### config.mk
export PLATFORM = sky130hd
export DESIGN_NAME = pipeline_hazard_ctrl
export DESIGN_NICKNAME = d
export VERILOG_FILES = /design/src/rtl/pipeline_hazard_ctrl.sv
export SDC_FILE = /design/constraint.sdc
export NUM_CORES = 1
export LEC_CHECK = 0
export ABC_AREA = 1
export CORE_ASPECT_RATIO = 0.9
export CORE_MARGIN = 3
export CORE_UTILIZATION = 30
export DETAILED_ROUTE_END_ITERATION = 6
export GPL_TIMING_DRIVEN = 0
export PLACE_DENSITY = 0.74
export SYNTH_ARGS = -nofsm -noshare
export SYNTH_HDL_FRONTEND = slang
export SYNTH_SLANG_ARGS = --single-unit
### constraint.sdc
create_clock -name clk -period 2.6 [get_ports clk]
set_input_delay 0.65 -clock clk [delete_from_list [all_inputs] [get_ports clk]]
set_output_delay 0.65 -clock clk [all_outputs]
set_load 0.1 [all_outputs]
### src/rtl/pipeline_hazard_ctrl.sv
// pipeline_hazard_ctrl: stall/flush sequencer for the 5-stage pipeline.
// - Load-use hazard between ID and EX: one-cycle PC/IF hold plus an ID/EX bubble.
// - Multi-cycle data-memory access in MEM: holds the whole pipeline until dmem_ack.
// - Taken branch resolved in MEM: flushes IF/ID, ID/EX and EX/MEM.
// - MEM_WAIT without ack for MEM_TIMEOUT cycles: sticky ERR, left only through rst.
// Optional feature macro: PIPE_HAZ_PERF_CNT_EN enables the three saturating
// performance counters. Without it the counter ports are tied to 0.
//
// Handshake: dmem_req stays high from the first cycle a load/store sits in MEM
// until the cycle dmem_ack is seen. dmem_ack only counts while dmem_req is high.
// The access completes in the ack cycle, so the pipeline advances in that cycle.
module pipeline_hazard_ctrl #(
  parameter int REG_NUM_W   = 5,
  parameter int MEM_TIMEOUT = 255,
  parameter int CNT_W       = 32
) (
  input  logic                 clk,
  input  logic                 rst,
  input  logic                 id_valid,
  input  logic                 id_uses_rs,
  input  logic                 id_uses_rt,
  input  logic [REG_NUM_W-1:0] id_rs,
  input  logic [REG_NUM_W-1:0] id_rt,
  input  logic                 ex_is_load,
  input  logic                 ex_rg_wr_en,
  input  logic [REG_NUM_W-1:0] ex_wr_rg,
  input  logic                 mem_is_load,
  input  logic                 mem_is_store,
  input  logic                 mem_pc_wr_en,
  input  logic                 dmem_ack,
  output logic                 pc_stall,
  output logic                 if_stall,
  output logic                 id_stall,
  output logic                 ex_stall,
  output logic                 if_flush,
  output logic                 ex_flush,
  output logic                 mem_flush,
  output logic                 dmem_req,
  output logic                 mem_timeout_err,
  output logic [1:0]           state_o,
  output logic [CNT_W-1:0]     load_use_cnt,
  output logic [CNT_W-1:0]     mem_wait_cnt,
  output logic [CNT_W-1:0]     br_flush_cnt
);

  typedef enum logic [1:0] {
    RUN      = 2'd0,
    MEM_WAIT = 2'd1,
    ERR      = 2'd2
  } state_t;

  localparam int TO_W = $clog2(MEM_TIMEOUT + 1);

  state_t          state;
  state_t          stateNext;
  state_t          curState;
  logic [TO_W-1:0] toCnt;
  logic [TO_W-1:0] toCntNext;
  logic            errReg;
  logic            errSet;
  logic            memAcc;
  logic            luHaz;
  logic            memStallRun;

  assign memAcc      = mem_is_load | mem_is_store;
  assign memStallRun = memAcc & ~dmem_ack;
  assign luHaz       = id_valid & ex_is_load & ex_rg_wr_en & (ex_wr_rg != '0) &
                       ((id_uses_rs & (id_rs == ex_wr_rg)) |
                        (id_uses_rt & (id_rt == ex_wr_rg)));

  // Outputs are decoded as if in RUN while rst is held.
  always_comb curState = rst ? RUN : state;

  assign state_o         = curState;
  assign mem_timeout_err = errReg;

  // Next-state and Mealy outputs; memory access beats branch beats load-use.
  always_comb begin
    stateNext = curState;
    toCntNext = toCnt;
    errSet    = 1'b0;
    pc_stall  = 1'b0;
    if_stall  = 1'b0;
    id_stall  = 1'b0;
    ex_stall  = 1'b0;
    if_flush  = 1'b0;
    ex_flush  = 1'b0;
    mem_flush = 1'b0;
    dmem_req  = 1'b0;
    case (curState)
      RUN: begin
        dmem_req = memAcc;
        if (memStallRun) begin
          pc_stall  = 1'b1;
          if_stall  = 1'b1;
          id_stall  = 1'b1;
          ex_stall  = 1'b1;
          stateNext = MEM_WAIT;
          toCntNext = TO_W'(1);
        end else if (mem_pc_wr_en) begin
          // PC is left running so it loads the branch target.
          if_flush  = 1'b1;
          ex_flush  = 1'b1;
          mem_flush = 1'b1;
        end else if (luHaz) begin
          // Hold PC and IF/ID, insert a bubble into ID/EX; the load moves on.
          pc_stall = 1'b1;
          if_stall = 1'b1;
          ex_flush = 1'b1;
        end
      end
      MEM_WAIT: begin
        dmem_req = 1'b1;
        pc_stall = ~dmem_ack;
        if_stall = ~dmem_ack;
        id_stall = ~dmem_ack;
        ex_stall = ~dmem_ack;
        if (dmem_ack) begin
          stateNext = RUN;
          toCntNext = '0;
        end else if (toCnt == TO_W'(MEM_TIMEOUT)) begin
          stateNext = ERR;
          errSet    = 1'b1;
        end else begin
          toCntNext = toCnt + TO_W'(1);
        end
      end
      ERR: begin
        pc_stall = 1'b1;
        if_stall = 1'b1;
        id_stall = 1'b1;
        ex_stall = 1'b1;
      end
      default: begin
        stateNext = RUN;
        toCntNext = '0;
      end
    endcase
  end

  // State, timeout counter and sticky error flag.
  always_ff @(posedge clk) begin
    if (rst) begin
      state  <= RUN;
      toCnt  <= '0;
      errReg <= 1'b0;
    end else begin
      state <= stateNext;
      toCnt <= toCntNext;
      if (errSet) errReg <= 1'b1;
    end
  end

`ifdef PIPE_HAZ_PERF_CNT_EN
  logic             luEvt;
  logic             brEvt;
  logic             mwEvt;
  logic [CNT_W-1:0] luCnt;
  logic [CNT_W-1:0] mwCnt;
  logic [CNT_W-1:0] brCnt;

  assign luEvt = (curState == RUN) & ~memStallRun & ~mem_pc_wr_en & luHaz;
  assign brEvt = (curState == RUN) & ~memStallRun & mem_pc_wr_en;
  assign mwEvt = (curState == MEM_WAIT) & ~dmem_ack;

  // Saturating event counters.
  always_ff @(posedge clk) begin
    if (rst) begin
      luCnt <= '0;
      mwCnt <= '0;
      brCnt <= '0;
    end else begin
      if (luEvt && (luCnt != '1)) luCnt <= luCnt + CNT_W'(1);
      if (mwEvt && (mwCnt != '1)) mwCnt <= mwCnt + CNT_W'(1);
      if (brEvt && (brCnt != '1)) brCnt <= brCnt + CNT_W'(1);
    end
  end

  assign load_use_cnt = luCnt;
  assign mem_wait_cnt = mwCnt;
  assign br_flush_cnt = brCnt;
`else
  assign load_use_cnt = '0;
  assign mem_wait_cnt = '0;
  assign br_flush_cnt = '0;
`endif

endmodule

==> flow_summary.ini, run 1 <==
[outcome]
run_status = complete, no violations

[route]
routedWlPerCell_um = 8.56
drtAntennaViolNets = 0
drt_first_pass_iters = 4
drc = 0
routed-via-count = 1645
drt_iter0_markers = 55
routed_wl_mm = 4.00
post_drt_via_cell_ratio = 3.52

[power_and_ir_drop]
reported_leakage_power_nw = 1.62
powerDensity_mw_per_mm2 = 481
fin_total_pwr_mw = 1.31
vdd_ir_drop_max_mv = 0.229

[yosys]
synth_cell_type_count = 27
yosys-top-cells-area = sky130_fd_sc_hd__buf_4 (44%), sky130_fd_sc_hd__dfxtp_1 (13%), sky130_fd_sc_hd__nand2_1 (9.8%)
post-synth-top-count-cell = sky130_fd_sc_hd__buf_4
synth_common_cells = sky130_fd_sc_hd__buf_4 (99), sky130_fd_sc_hd__nand2_1 (44), sky130_fd_sc_hd__inv_1 (28), sky130_fd_sc_hd__nor2_1 (20), sky130_fd_sc_hd__dfxtp_1 (11)
synth_area_mm2 = 0.00169
synthesis.instances = 259
post_synthesis_register_bit_count = 11
synth_largest_area_cell = sky130_fd_sc_hd__buf_4
synth_ff_type = sky130_fd_sc_hd__dfxtp_1
yosys_warnings = 0
synth_async_sr_flop_share_pct = 0
synth.top_cell.area_share_pct = 44.0
synth_edf_count = 0
seq_area_frac_synth_pct = 13.0
synth_area_per_cell_um2 = 6.53

[worst_setup_path]
crit_path_max_incr_delay_ps = 570
crit_chain = clkdlybuf4s15_2 -> buf_6 -> inv_2 -> nand2_4 -> a21oi_2 -> clkdlybuf4s15_2
crit_path_start_kind = input port
cp_slowest_cell = sky130_fd_sc_hd__clkdlybuf4s15_2
arrival_time_reported_for_the_critical_path_endpoint_ps = 1880
timing.critical_path.fanout_max = 5
worst_ep_required_time_ps = 1950
path_delay_family = buffers and inverters
most_used_cell_along_the_critical_path = sky130_fd_sc_hd__clkdlybuf4s15_2
endpoint_kind = output port
count_of_buffering_cells_on_the_critical_path_with_inverters_included = 4
worst-setup-path-type = in2out

[placement]
dpl_cell_area_mm2 = 0.00255
port-buffer-count = 36
numPlacedInstances = 457
placer_congestion = 0.821
dp_hpwl_mm = 3.41
dp_worst_setup_slack_ps = -1420

[worst_hold_path]
hold_class = reg2reg

[floorplanning]
chip_height_um = 77.2
core_mm2 = 0.00535
top_level_ports = 133
rows = 25
initial_core_util_pct = 31.6
floorplan.die.width_um = 85.1
die_area_mm2 = 0.00657

[final_layout]
area_growth_syn_to_layout_pct = 61.7
num-nets-final = 428
inserted_diodes = 0
fillCellCount = 533
non_filler_instance_count_after_layout = 467
post-route-cell-area_mm2 = 0.00273
fin_util_pct = 51.1
drive_above_1_share_pct = 37.8

[job]
max_cap_violations = 0

[sta]
hold_slack_ps = 454
period_needed_ps = 2530
report.final.hold_viol_count = 0
max_freq_mhz = 395
timing.clock.skew_ps = 0.630
summed_negative_setup_slack_over_all_endpoints_ps = 0
setup_viol_count_final = 0
final_min_period_over_clock_period_pct = 97.3
worst_slew_pin_slew_ps = 966
worst_slack_ps = 70.3
report.final.slew_viol_count = 0
maxSlewHeadroom_pct = 35.4

[global_route]
globalRouteOverflowTotal = 0
overall_routing_resource_usage_pct = 11.4
wire_length_of_the_first_global_routing_pass_mm = 6.34
first_global_vias = 1447
grt_max_degree = 10
grt_antenna_before_repair = 0

[clock_tree]
cts-root-to-sink-buffers = 2
ctsHoldBuffers = 0
insertion_delay_ps = 240
cts-buffers-inserted = 3
cts-root-buf = sky130_fd_sc_hd__clkbuf_8
tritoncts = done
clk_pin_slew_ps = 50
clkSinkCount = 11
htreeDepth = 1
## routing by layer
metal  global-route usage [%]  vias up  part of all wire (%)
met5                        0        -                     0
met4                     2.22        0                  0.85
met3                     3.65        4                    12
met2                     20.1       81                    49
met1                     13.4      669                    38
li1                         -      891                     -
## timing repair
| item | 4_1_cts | 5_1_grt |
|---|---|---|
| gates cloned | 0 | 0 |
| setup endpoints to repair | 10 | 7 |
| pin swaps | 10 | 12 |
| resized for setup | 90 | 16 |
| setup buffers | 4 | 3 |
## state kept, by name, summed over array words and instances (netlist names)
register	flops
state	2
toCnt	8
mem_timeout_err	1
## worst paths after layout
kind / start / endpoint / slack, ps / cells after the start
setup / recovery: rst / dmem_req / 70 / 6
hold reg to reg: mem_timeout_err$_SDFFE_PP0P_ / mem_timeout_err$_SDFFE_PP0P_ / 450 / 2
setup reg to reg: toCnt[0]$_SDFFE_PP0P_ / toCnt[1]$_SDFFE_PP0P_ / 1170 / 7
hold / removal: mem_timeout_err$_SDFFE_PP0P_ / mem_timeout_err$_SDFFE_PP0P_ / 450 / 2
## layout by cell type, fill, tap and decap left out, drive strengths merged, types with 7 or more instances in the layout
cell type      instances
buf                  113
clkdlybuf4s50          7
nand3                 10
conb                  96
o21ai                  9
dfxtp                 11
nand4                 10
inv                   29
a21oi                 11
dlymetal6s2s           8
dlygate4sd2           10
nand2                 47
nor2                  23
## tightest hold or removal path: stages, from the launching register on
cell and delay [ps]:
sky130_fd_sc_hd__dfxtp_1 310, sky130_fd_sc_hd__inv_1 50, sky130_fd_sc_hd__a21oi_1 50
## report_power, final
group          switching [mW]  internal [mW]  total [mW]
Sequential            0.00345          0.171       0.175
Combinational           0.770          0.193       0.963
Clock                  0.0683          0.108       0.176
Total                   0.842          0.472        1.31
## final cells by class
class                   count  area [um^2]  share of cell area, %
multi-input cells         213         1030                   37.8
plain buffers              99          767                   28.1
repair buffers             43          465                   17.0
flip-flops and latches     11          220                   8.05
inverters                  30          119                   4.35
well taps                  67         83.8                   3.07
clock buffers               4         45.0                   1.65
## cells by family (layout without fill, tap and decap cells)
kind of cell               after synthesis  after routing  synth area share, %
DFF                                     11             11                 13.0
adders and majority gates                1              1                0.740
other                                    1             96                0.222
AOI/OAI and AO/OA                       20             20                 6.37
xor gates and xnor gates                 2              2                 1.04
buffers and inverters                  130            176                 51.3
and+or+nand+nor                         94             94                 27.3
(Power assumes the default switching activity.)
==> run 2: changes to the inputs <==
- REMOVE_ABC_BUFFERS: unset -> 1
==> flow_summary.ini, run 2 (synthesis gave the netlist of run 1 again) <==
[worst_setup_path]
worst_ep_required_time_ps = 1950
worst-setup-path-type = in2out
endpoint_kind = output port
timing.critical_path.fanout_max = 2
cp_slowest_cell = sky130_fd_sc_hd__clkdlybuf4s50_1
arrival_time_reported_for_the_critical_path_endpoint_ps = 1870
crit_path_start_kind = input port
crit_chain = clkdlybuf4s50_1 -> nand2_1 -> o21ai_0 -> nor2_1 -> nand3_1 -> nand2_2 -> nand3_2 -> nand2_4 -> buf_12
crit_path_max_incr_delay_ps = 410

[power_and_ir_drop]
pwr-share-seq_pct = 14.9
pwr-share-clk_pct = 14.6
vdd_ir_drop_max_mv = 0.319
switching_share_pct = 69.1
fin_total_pwr_mw = 1.17
powerDensity_mw_per_mm2 = 616
power.internal_mw = 0.362
reported_leakage_power_nw = 1.05
total_switching_power_mw = 0.810
comb_power_share_pct = 70.5

[clock_tree]
ctsHoldBuffers = 0
insertion_delay_ps = 240
clkSinkCount = 11
clk_pin_slew_ps = 50
cts-buffers-inserted = 3
cts-root-buf = sky130_fd_sc_hd__clkbuf_8
htreeDepth = 1
tritoncts = done
cts-root-to-sink-buffers = 2

[final_layout]
drive_above_1_share_pct = 15.5
most_frequent_cells_in_the_layout = sky130_fd_sc_hd__conb_1 (96), sky130_fd_sc_hd__nand2_1 (39), sky130_fd_sc_hd__inv_1 (21), sky130_fd_sc_hd__nor2_1 (20), sky130_fd_sc_hd__clkdlybuf4s50_1 (13)
fin_util_pct = 35.6
post-route-cell-area_mm2 = 0.00190
area_growth_syn_to_layout_pct = 12.5
max_ffs_per_register = 8
fillCellCount = 576
non_filler_instance_count_after_layout = 364
most_frequent_standard_cell_in_the_layout_excluding_fill_and_tap_cells = sky130_fd_sc_hd__conb_1
max_flop_register = toCnt
num-nets-final = 325
inserted_diodes = 0

[global_route]
first_global_vias = 1146
grt_max_degree = 12
globalRouteOverflowTotal = 0
overall_routing_resource_usage_pct = 8.98
grt_antenna_before_repair = 0
wire_length_of_the_first_global_routing_pass_mm = 5.04

[sta]
maxSlewHeadroom_pct = 35.6
period_needed_ps = 2520
report.final.slew_viol_count = 0
grt_setup_unrepaired = no
worst_slack_ps = 83.1
summed_negative_setup_slack_over_all_endpoints_ps = 0
final_min_period_over_clock_period_pct = 96.8
worst_slew_pin_slew_ps = 964
hold_slack_ps = 448
max_freq_mhz = 397
timing.clock.skew_ps = 0.976
setup_viol_count_final = 0
report.final.hold_viol_count = 0

[route]
drtAntennaViolNets = 0
post_drt_via_cell_ratio = 3.73
drt_iter0_markers = 73
drt_first_pass_iters = 4
routedWlPerCell_um = 9.00
drc = 0
routed_wl_mm = 3.28
routed-via-count = 1356

[worst_hold_path]
hold_class = reg2reg

[placement]
port-buffer-count = 36
dpl_cell_area_mm2 = 0.00174
numPlacedInstances = 357
dp_worst_setup_slack_ps = -1510
dp_hpwl_mm = 2.84
placer_congestion = 0.838

[floorplanning]
top_level_ports = 133
chip_height_um = 77.2
floorplan.die.width_um = 85.1
die_area_mm2 = 0.00657
core_mm2 = 0.00535
initial_core_util_pct = 31.6
rows = 25

[outcome]
run_status = complete, no violations

[job]
max_cap_violations = 0
## run 2: changes by cell type in the layout (fill, tap and decap cells not counted), sizes merged
cell and delta:
clkdlybuf4s15 -2, clkinvlp -1, clkdlybuf4s18 +1, inv +1
buf -102, clkdlybuf4s50 +6, dlygate4sd2 -6
## run 2: cell type report
type                            count  area, um^2  share of cell area (%)
Clock buffer                        4        45.0                    2.37
Inverter                           30         113                    5.92
Multi-Input combinational cell    213         997                    52.4
Sequential cell                    11         220                    11.6
Tap cell                           67        83.8                    4.41
Timing Repair Buffer               39         443                    23.3
## run 2: per-layer routing
metal | vias to the layer above | GRT usage, % | part of all wire (%)
li1 | 686 | - | -
met5 | - | 0 | 0
met3 | 2 | 1.18 | 8.5
met1 | 596 | 10.7 | 40
met2 | 72 | 16.5 | 51
met4 | 0 | 2.69 | 0.49
## run 2: path summary, 6_finish.rpt
kind                                                    from                      endpoint  slack [ps]  cells past startpoint
worst max-delay path                                id_rt[1]                      pc_stall          80                      9
worst max register to register         toCnt[0]$_SDFFE_PP0P_         toCnt[3]$_SDFFE_PP0P_        1160                      7
worst min register to register  mem_timeout_err$_SDFFE_PP0P_  mem_timeout_err$_SDFFE_PP0P_         450                      2
worst min-delay path            mem_timeout_err$_SDFFE_PP0P_  mem_timeout_err$_SDFFE_PP0P_         450                      2
## run 2: power groups by stage
stage | clock network [mW] | registers [mW] | logic (mW)
floorplan | 0 | 0.177 | 0.724
finish | 0.171 | 0.175 | 0.826
detailed placement | 0 | 0.178 | 0.798
CTS | 0.178 | 0.174 | 0.809
global placement | 0 | 0.178 | 0.797
global route | 0.191 | 0.175 | 0.847
## run 2: timing repair
item / in CTS / in global routing
cloned: 0 / 0
setup buffers: 1 / 2
endpoints found under the setup margin: 10 / 8
gates resized for setup: 79 / 26
pin swaps: 5 / 11
## run 2: critical path, delay by kind of cell
family / cells / cell delay, ps
buffers and inverters: 2 / 580
and+or+nand+nor: 6 / 570
AOI/OAI and AO/OA: 1 / 70
